[src/rtl/seq_mon_pkg.sv]
// -----------------------------------------------------------------------------
// seq_mon_pkg
// Shared types and default widths for the sequence match monitor.
//   gap_state_t : gap FSM states (WAIT_FIRST, TIMING)
//   rep_state_t : report port states (EMPTY, FULL)
//   *_DEF       : default parameter values used by the monitor and sub-modules
// -----------------------------------------------------------------------------
package seq_mon_pkg;

    typedef enum logic [0:0] {
        WAIT_FIRST = 1'b0,
        TIMING     = 1'b1
    } gap_state_t;

    typedef enum logic [0:0] {
        EMPTY = 1'b0,
        FULL  = 1'b1
    } rep_state_t;

    localparam int CNT_W_DEF     = 8;
    localparam int GAP_W_DEF     = 8;
    localparam int BURST_GAP_DEF = 4;
    localparam int BURST_N_DEF   = 3;

endpackage

[src/rtl/sat_counter.sv]
// -----------------------------------------------------------------------------
// sat_counter
// Saturating up-counter with synchronous clear and load.
// Priority: clr > load > inc. The counter holds at all-ones.
//   clk, rst  : clock, asynchronous active-high reset
//   clr       : synchronous clear to zero
//   inc       : increment request (ignored at all-ones)
//   load      : load load_val
//   load_val  : value for load
//   cnt       : registered count
//   cnt_nxt   : value cnt takes at the next edge (for post-update snapshots)
//   sat       : registered flag, high while cnt is all-ones
// -----------------------------------------------------------------------------
module sat_counter
    import seq_mon_pkg::*;
#(
    parameter int W = CNT_W_DEF
) (
    input  logic         clk,
    input  logic         rst,
    input  logic         clr,
    input  logic         inc,
    input  logic         load,
    input  logic [W-1:0] load_val,
    output logic [W-1:0] cnt,
    output logic [W-1:0] cnt_nxt,
    output logic         sat
);

    localparam logic [W-1:0] MAX_VAL = {W{1'b1}};
    localparam logic [W-1:0] ONE_VAL = {{(W-1){1'b0}}, 1'b1};

    logic [W-1:0] r_cnt;
    logic [W-1:0] w_nxt;
    logic         r_sat;

    // Next-count selection with saturation at all-ones
    always_comb begin
        w_nxt = r_cnt;
        if (clr) begin
            w_nxt = {W{1'b0}};
        end else if (load) begin
            w_nxt = load_val;
        end else if (inc && (r_cnt != MAX_VAL)) begin
            w_nxt = r_cnt + ONE_VAL;
        end else begin
            w_nxt = r_cnt;
        end
    end

    // Count and saturation flag registers
    always_ff @(posedge clk or posedge rst) begin
        if (rst) begin
            r_cnt <= {W{1'b0}};
            r_sat <= 1'b0;
        end else begin
            r_cnt <= w_nxt;
            r_sat <= (w_nxt == MAX_VAL);
        end
    end

    assign cnt     = r_cnt;
    assign cnt_nxt = w_nxt;
    assign sat     = r_sat;

endmodule

[src/rtl/seq_match_monitor.sv]
// -----------------------------------------------------------------------------
// seq_match_monitor
// Consumes the 1011 detector match pulse: counts matches, measures the cycle
// distance between consecutive matches, optionally flags bursts of closely
// spaced matches, and offers snapshots over a valid/ready report port.
// Optional feature macro: SEQ_MON_BURST_EN (burst run counter + burst_irq).
//   clk, rst        : clock, asynchronous active-high reset
//   en, z_in, clear : enable, match pulse, synchronous clear
//   snap            : snapshot request
//   match_cnt, sat  : live saturating match count and its sticky flag
//   last_gap        : cycles between the last two accepted matches
//   burst_irq       : one-cycle burst pulse (0 when feature not built)
//   rep_valid/ready : report handshake
//   rep_cnt/gap/sat : snapshot contents; rep_ovf sticky dropped-snap flag
// -----------------------------------------------------------------------------
module seq_match_monitor
    import seq_mon_pkg::*;
#(
    parameter int CNT_W     = CNT_W_DEF,
    parameter int GAP_W     = GAP_W_DEF,
    parameter int BURST_GAP = BURST_GAP_DEF,
    parameter int BURST_N   = BURST_N_DEF
) (
    input  logic             clk,
    input  logic             rst,
    input  logic             en,
    input  logic             z_in,
    input  logic             clear,
    input  logic             snap,
    output logic [CNT_W-1:0] match_cnt,
    output logic             sat,
    output logic [GAP_W-1:0] last_gap,
    output logic             burst_irq,
    output logic             rep_valid,
    input  logic             rep_ready,
    output logic [CNT_W-1:0] rep_cnt,
    output logic [GAP_W-1:0] rep_gap,
    output logic             rep_sat,
    output logic             rep_ovf
);

    localparam logic [CNT_W-1:0] CNT_MAX = {CNT_W{1'b1}};
    localparam logic [GAP_W-1:0] GAP_ONE = {{(GAP_W-1){1'b0}}, 1'b1};

    logic             w_acc;
    logic [CNT_W-1:0] w_match_cnt;
    logic [CNT_W-1:0] w_match_nxt;
    logic             w_match_sat;
    logic [GAP_W-1:0] w_gap_cnt;
    logic [GAP_W-1:0] w_unused_gap_nxt;
    logic             w_unused_gap_sat;

    gap_state_t       r_gap_state;
    gap_state_t       w_gap_state_nxt;
    logic             w_gap_load;
    logic             w_gap_inc;
    logic             w_gap_capture;

    logic [GAP_W-1:0] r_last_gap;
    logic [GAP_W-1:0] w_last_gap_nxt;

    rep_state_t       r_rep_state;
    rep_state_t       w_rep_state_nxt;
    logic             w_xfer;
    logic             w_rep_load;
    logic             w_rep_drop;
    logic             r_rep_valid;
    logic [CNT_W-1:0] r_rep_cnt;
    logic [GAP_W-1:0] r_rep_gap;
    logic             r_rep_sat;
    logic             r_rep_ovf;

    // A clear in the same cycle as a match drops the match.
    assign w_acc = z_in & en & ~clear;

    sat_counter #(.W(CNT_W)) u_match_cnt (
        .clk      (clk),
        .rst      (rst),
        .clr      (clear),
        .inc      (w_acc),
        .load     (1'b0),
        .load_val ({CNT_W{1'b0}}),
        .cnt      (w_match_cnt),
        .cnt_nxt  (w_match_nxt),
        .sat      (w_match_sat)
    );

    sat_counter #(.W(GAP_W)) u_gap_cnt (
        .clk      (clk),
        .rst      (rst),
        .clr      (clear),
        .inc      (w_gap_inc),
        .load     (w_gap_load),
        .load_val (GAP_ONE),
        .cnt      (w_gap_cnt),
        .cnt_nxt  (w_unused_gap_nxt),
        .sat      (w_unused_gap_sat)
    );

    // Gap FSM state register
    always_ff @(posedge clk or posedge rst) begin
        if (rst) begin
            r_gap_state <= WAIT_FIRST;
        end else begin
            r_gap_state <= w_gap_state_nxt;
        end
    end

    // Gap FSM next state; en low freezes, clear restarts timing
    always_comb begin
        w_gap_state_nxt = r_gap_state;
        if (clear) begin
            w_gap_state_nxt = WAIT_FIRST;
        end else if (!en) begin
            w_gap_state_nxt = r_gap_state;
        end else begin
            case (r_gap_state)
                WAIT_FIRST: w_gap_state_nxt = w_acc ? TIMING : WAIT_FIRST;
                TIMING:     w_gap_state_nxt = TIMING;
                default:    w_gap_state_nxt = WAIT_FIRST;
            endcase
        end
    end

    // Gap FSM controls: every accepted match restarts the gap at 1,
    // only matches seen while timing produce a measured gap.
    always_comb begin
        w_gap_load    = w_acc;
        w_gap_capture = 1'b0;
        w_gap_inc     = 1'b0;
        if (r_gap_state == TIMING) begin
            w_gap_capture = w_acc;
            w_gap_inc     = en & ~clear & ~w_acc;
        end else begin
            w_gap_capture = 1'b0;
            w_gap_inc     = 1'b0;
        end
    end

    // Next last_gap value, also used as the post-update snapshot source
    always_comb begin
        w_last_gap_nxt = r_last_gap;
        if (clear) begin
            w_last_gap_nxt = {GAP_W{1'b0}};
        end else if (w_gap_capture) begin
            w_last_gap_nxt = w_gap_cnt;
        end else begin
            w_last_gap_nxt = r_last_gap;
        end
    end

    // last_gap register
    always_ff @(posedge clk or posedge rst) begin
        if (rst) begin
            r_last_gap <= {GAP_W{1'b0}};
        end else begin
            r_last_gap <= w_last_gap_nxt;
        end
    end

`ifdef SEQ_MON_BURST_EN
    localparam int RUN_W = $clog2(BURST_N + 1) + 1;
    localparam logic [RUN_W-1:0] RUN_ONE = {{(RUN_W-1){1'b0}}, 1'b1};

    logic [RUN_W-1:0] r_run_cnt;
    logic [RUN_W-1:0] w_run_nxt;
    logic             w_burst_nxt;
    logic             r_burst_irq;
    logic             w_close;

    assign w_close = w_gap_capture & (w_gap_cnt <= GAP_W'(BURST_GAP));

    // Run of close gaps; reaching BURST_N fires one pulse and restarts the run
    always_comb begin
        w_run_nxt   = r_run_cnt;
        w_burst_nxt = 1'b0;
        if (clear) begin
            w_run_nxt = {RUN_W{1'b0}};
        end else if (w_close) begin
            if ((r_run_cnt + RUN_ONE) == RUN_W'(BURST_N)) begin
                w_run_nxt   = {RUN_W{1'b0}};
                w_burst_nxt = 1'b1;
            end else begin
                w_run_nxt = r_run_cnt + RUN_ONE;
            end
        end else if (w_gap_capture) begin
            w_run_nxt = {RUN_W{1'b0}};
        end else begin
            w_run_nxt = r_run_cnt;
        end
    end

    // Run counter and burst pulse registers
    always_ff @(posedge clk or posedge rst) begin
        if (rst) begin
            r_run_cnt   <= {RUN_W{1'b0}};
            r_burst_irq <= 1'b0;
        end else begin
            r_run_cnt   <= w_run_nxt;
            r_burst_irq <= w_burst_nxt;
        end
    end

    assign burst_irq = r_burst_irq;
`else
    // Burst thresholds have no effect without the burst feature.
    logic w_unused_burst_cfg;
    assign w_unused_burst_cfg = (BURST_GAP == 0) ^ (BURST_N == 0);
    assign burst_irq = 1'b0;
`endif

    // Report FSM state register
    always_ff @(posedge clk or posedge rst) begin
        if (rst) begin
            r_rep_state <= EMPTY;
        end else begin
            r_rep_state <= w_rep_state_nxt;
        end
    end

    assign w_xfer = (r_rep_state == FULL) & rep_ready;

    // Report FSM next state; a snap during a transfer keeps the port full
    always_comb begin
        w_rep_state_nxt = r_rep_state;
        case (r_rep_state)
            EMPTY:   w_rep_state_nxt = snap ? FULL : EMPTY;
            FULL:    w_rep_state_nxt = (w_xfer && !snap) ? EMPTY : FULL;
            default: w_rep_state_nxt = EMPTY;
        endcase
    end

    // Report FSM controls: load when a slot is free, drop otherwise
    always_comb begin
        w_rep_load = 1'b0;
        w_rep_drop = 1'b0;
        if (snap) begin
            w_rep_load = (r_rep_state == EMPTY) | w_xfer;
            w_rep_drop = (r_rep_state == FULL) & ~rep_ready;
        end else begin
            w_rep_load = 1'b0;
            w_rep_drop = 1'b0;
        end
    end

    // Report registers; snapshots take post-update values so a
    // same-cycle match is included.
    always_ff @(posedge clk or posedge rst) begin
        if (rst) begin
            r_rep_valid <= 1'b0;
            r_rep_cnt   <= {CNT_W{1'b0}};
            r_rep_gap   <= {GAP_W{1'b0}};
            r_rep_sat   <= 1'b0;
            r_rep_ovf   <= 1'b0;
        end else begin
            r_rep_valid <= (w_rep_state_nxt == FULL);
            if (w_rep_load) begin
                r_rep_cnt <= w_match_nxt;
                r_rep_gap <= w_last_gap_nxt;
                r_rep_sat <= (w_match_nxt == CNT_MAX);
            end
            if (clear) begin
                r_rep_ovf <= 1'b0;
            end else if (w_rep_drop) begin
                r_rep_ovf <= 1'b1;
            end
        end
    end

    assign match_cnt = w_match_cnt;
    assign sat       = w_match_sat;
    assign last_gap  = r_last_gap;
    assign rep_valid = r_rep_valid;
    assign rep_cnt   = r_rep_cnt;
    assign rep_gap   = r_rep_gap;
    assign rep_sat   = r_rep_sat;
    assign rep_ovf   = r_rep_ovf;

endmodule
[config.mk]
export PLATFORM = sky130hd
export DESIGN_NAME = seq_match_monitor
export DESIGN_NICKNAME = d
export VERILOG_FILES = /design/src/rtl/seq_mon_pkg.sv /design/src/rtl/sat_counter.sv /design/src/rtl/seq_match_monitor.sv
export SDC_FILE = /design/constraint.sdc
export NUM_CORES = 1
export LEC_CHECK = 0
export CORE_MARGIN = 1
export CORE_UTILIZATION = 31
export CTS_CLUSTER_DIAMETER = 80
export DETAILED_ROUTE_END_ITERATION = 10
export MAX_ROUTING_LAYER = met4
export PLACE_DENSITY_LB_ADDON = 0.05
export SLEW_MARGIN = 20
export SYNTH_ARGS = -nofsm -noshare
export SYNTH_HDL_FRONTEND = slang
export SYNTH_HIERARCHICAL = 1
export SYNTH_SLANG_ARGS = --single-unit
export TNS_END_PERCENT = 100
[constraint.sdc]
create_clock -name clk -period 3.2 [get_ports clk]
set_input_delay 0.8 -clock clk [delete_from_list [all_inputs] [get_ports clk]]
set_output_delay 0.8 -clock clk [all_outputs]
set_load 0.005 [all_outputs]
==> out/metrics.yaml <==
status: "finished clean"
worst_ep_required_time_ps: 3450
ctsHoldBuffers: 0
drv.max_cap_violation_count: 0
place.detailed.hpwl_um: 3690
worstHoldPathType: "reg2reg"
globalRoute.totalOverflow: 0
clock_latency_ps: 300
routabilityCongestion: 0.773
clk_pin_slew_worst_paths_ps: 100
pins_over_their_slew_limit: 0
antenna_violations_before_repair: 0
post_dp_cell_area_mm2: 0.00286
critical-path-top-cell-by-count: "sky130_fd_sc_hd__nor2_1"
vias_per_cell: 4.54
crit-reg2reg-capture: "rep_sat"
grtUsageTotal: 0.151
post-layout-total-power_mw: 1.23
initial_utilization: 0.327
die-area_mm2: 0.00767
worst_path_dominant_cell_family: "simple AND/OR/NAND/NOR gates"
peakVddDrop_uv: 222
routed_wirelength_um: 5180
insertedDiodeCount: 0
layout.cell_area.non_filler_mm2: 0.00297
fin_hold_ws_ps: 498
grt_first_pass_wirelength_um: 8500
grt_max_degree: 29
grt_pass1_vias: 1667
drtAntennaViolNets: 0
x_dimension_of_the_die_um: 87.6
drcViolationCount: 0
layout-drive-gt1-share: 0.124
start_kind: "primary input"
report.final.setup_viol: 0
static-leakage-power_nw: 1.36
period_needed_ps: 2720
finalNetCount: 282
wl_per_cell_um: 14.0
maxClockFrequency_ghz: 0.368
worstSetupEndpoint: "rep_sat"
setup_repair_after_global_routing_missed_its_margin: "false"
numPortBuffers: 42
netlist_area_mm2: 0.00227
post_synth_inst_count: 212
post-route-worst-setup-slack_ps: 480
fillerInstances: 699
cts.path.max_buffers: 2
power.density_mw_per_mm2: 415
critical_path.cell_chain: "clkdlybuf4s50_1 > nand2_1 > nor2_1 > buf_4 > and3_1 > a21oi_1 > o31a_2 > nor2_1 > nand4_1 > nor2_1 > mux2_4"
worstMarginPinSlew_ps: 568
reg2reg_setup_slack_ps: 1040
design.core.area_mm2: 0.00694
clock-skew-final_ps: 10.0
cts_buffers: 5
detail_route.iter0.violations: 61
pre_cts_ws_ps: 173
io_pins: 44
post-route-period-util: 0.850
max-slew-margin-rel: 0.620
vias: 1678
cp_slowest_stage_delay_ps: 520
drt_pre_antenna_iters: 4
cts_post_setup_buffers_inserted: 0
cp_data_arrival_time_ps: 2970
area_growth_pct: 31.0
row_count: 30
synth_area_per_cell_um2: 10.7
root_buffer_cell: "sky130_fd_sc_hd__clkbuf_8"
rr_worst_depth: 9
r2r-start: "u_match_cnt/cnt[1]"
timing.critical_path.to_type: "flop"
cts_repair_resize_count: 0
hold_viol_final: 0
fp.dieH_um: 87.6
cts_htree_levels: 2
timing.setup.tns_ps: 0
worst-path-stages: 11
critical_path_buf_inv_count: 2
crit_path_start: "z_in"
crit_path_top_delay_cell: "sky130_fd_sc_hd__clkdlybuf4s50_1"
num_clock_sinks: 45
worstPathMaxFanout: 14
timing.setup.critical_path_class: "in2reg"
synth-warning-count: 6
tritoncts: "yes"
-- power by group --
| part | internal, mW | switching [mW] | leakage, nW | total, mW |
|---|---|---|---|---|
| clock | 0.239 | 0.215 | 0.0591 | 0.454 |
| combinational | 0.0847 | 0.0732 | 0.696 | 0.158 |
| sequential | 0.594 | 0.0271 | 0.608 | 0.621 |
-- layout by cell type, fill, tap and decap left out, drive strengths merged --
cell type,instances
and4b,4
inv,13
bufinv,1
o31a,2
xor2,4
mux2,9
nor4b,1
nor3,2
a211o,2
nand3,4
dfrtp,45
a21oi,15
nand4b,1
o21a,6
nor2b,3
nor2,21
conb,18
and3,4
ha,2
nand4,6
clkbuf,5
xnor2,6
buf,6
and4,6
o21ai,8
nand2b,2
nor3b,2
mux2i,10
or4,2
a31oi,1
nand2,12
nand3b,1
clkdlybuf4s50,42
o2bb2ai,8
-- flip-flops by register name (all words and copies together), names as in the netlist --
register and count:
rep_gap 8, rep_sat 1, r_gap_state 1, u_gap_cnt/cnt 8, u_match_cnt/cnt 8, u_match_cnt/sat 1
rep_cnt 8, last_gap 8, rep_valid 1, rep_ovf 1
-- worst min-delay path by stage --
stage	cells after the start	from	end
after floorplan	1	rep_gap[0]	rep_gap[0]
after global placement	1	rep_gap[4]	rep_gap[4]
after detailed placement	1	rep_gap[7]	rep_gap[7]
after CTS	1	rep_gap[6]	rep_gap[6]
after global routing	1	rep_gap[4]	rep_gap[4]
final	1	rep_gap[6]	rep_gap[6]
-- cell type report --
class                           instances  area, µm²  share of cell area
Clock buffer                            5       68.8              0.0231
Multi-Input combinational cell        162       1100               0.371
Tap cell                               96        120              0.0404
Timing Repair Buffer                   48        465               0.157
Clock inverter                          3       47.5              0.0160
Inverter                               11       41.3              0.0139
Sequential cell                        45       1130               0.379
-- per-stage QoR --
step | cells | utilization
floorplan | 228 | -
global placement | 362 | 0.411
detailed placement | 362 | 0.411
CTS | 370 | 0.428
global route | 370 | 0.428
finish | 370 | 0.428
-- metal layers --
layer	track usage	up-vias	routed length, µm
li1	-	862	-
met1	0.234	770	2920
met2	0.199	43	2060
met3	0.0283	3	182
met4	0.0358	0	19
met5	-	-	0
Note: power is estimated with default switching activity, not from simulation.
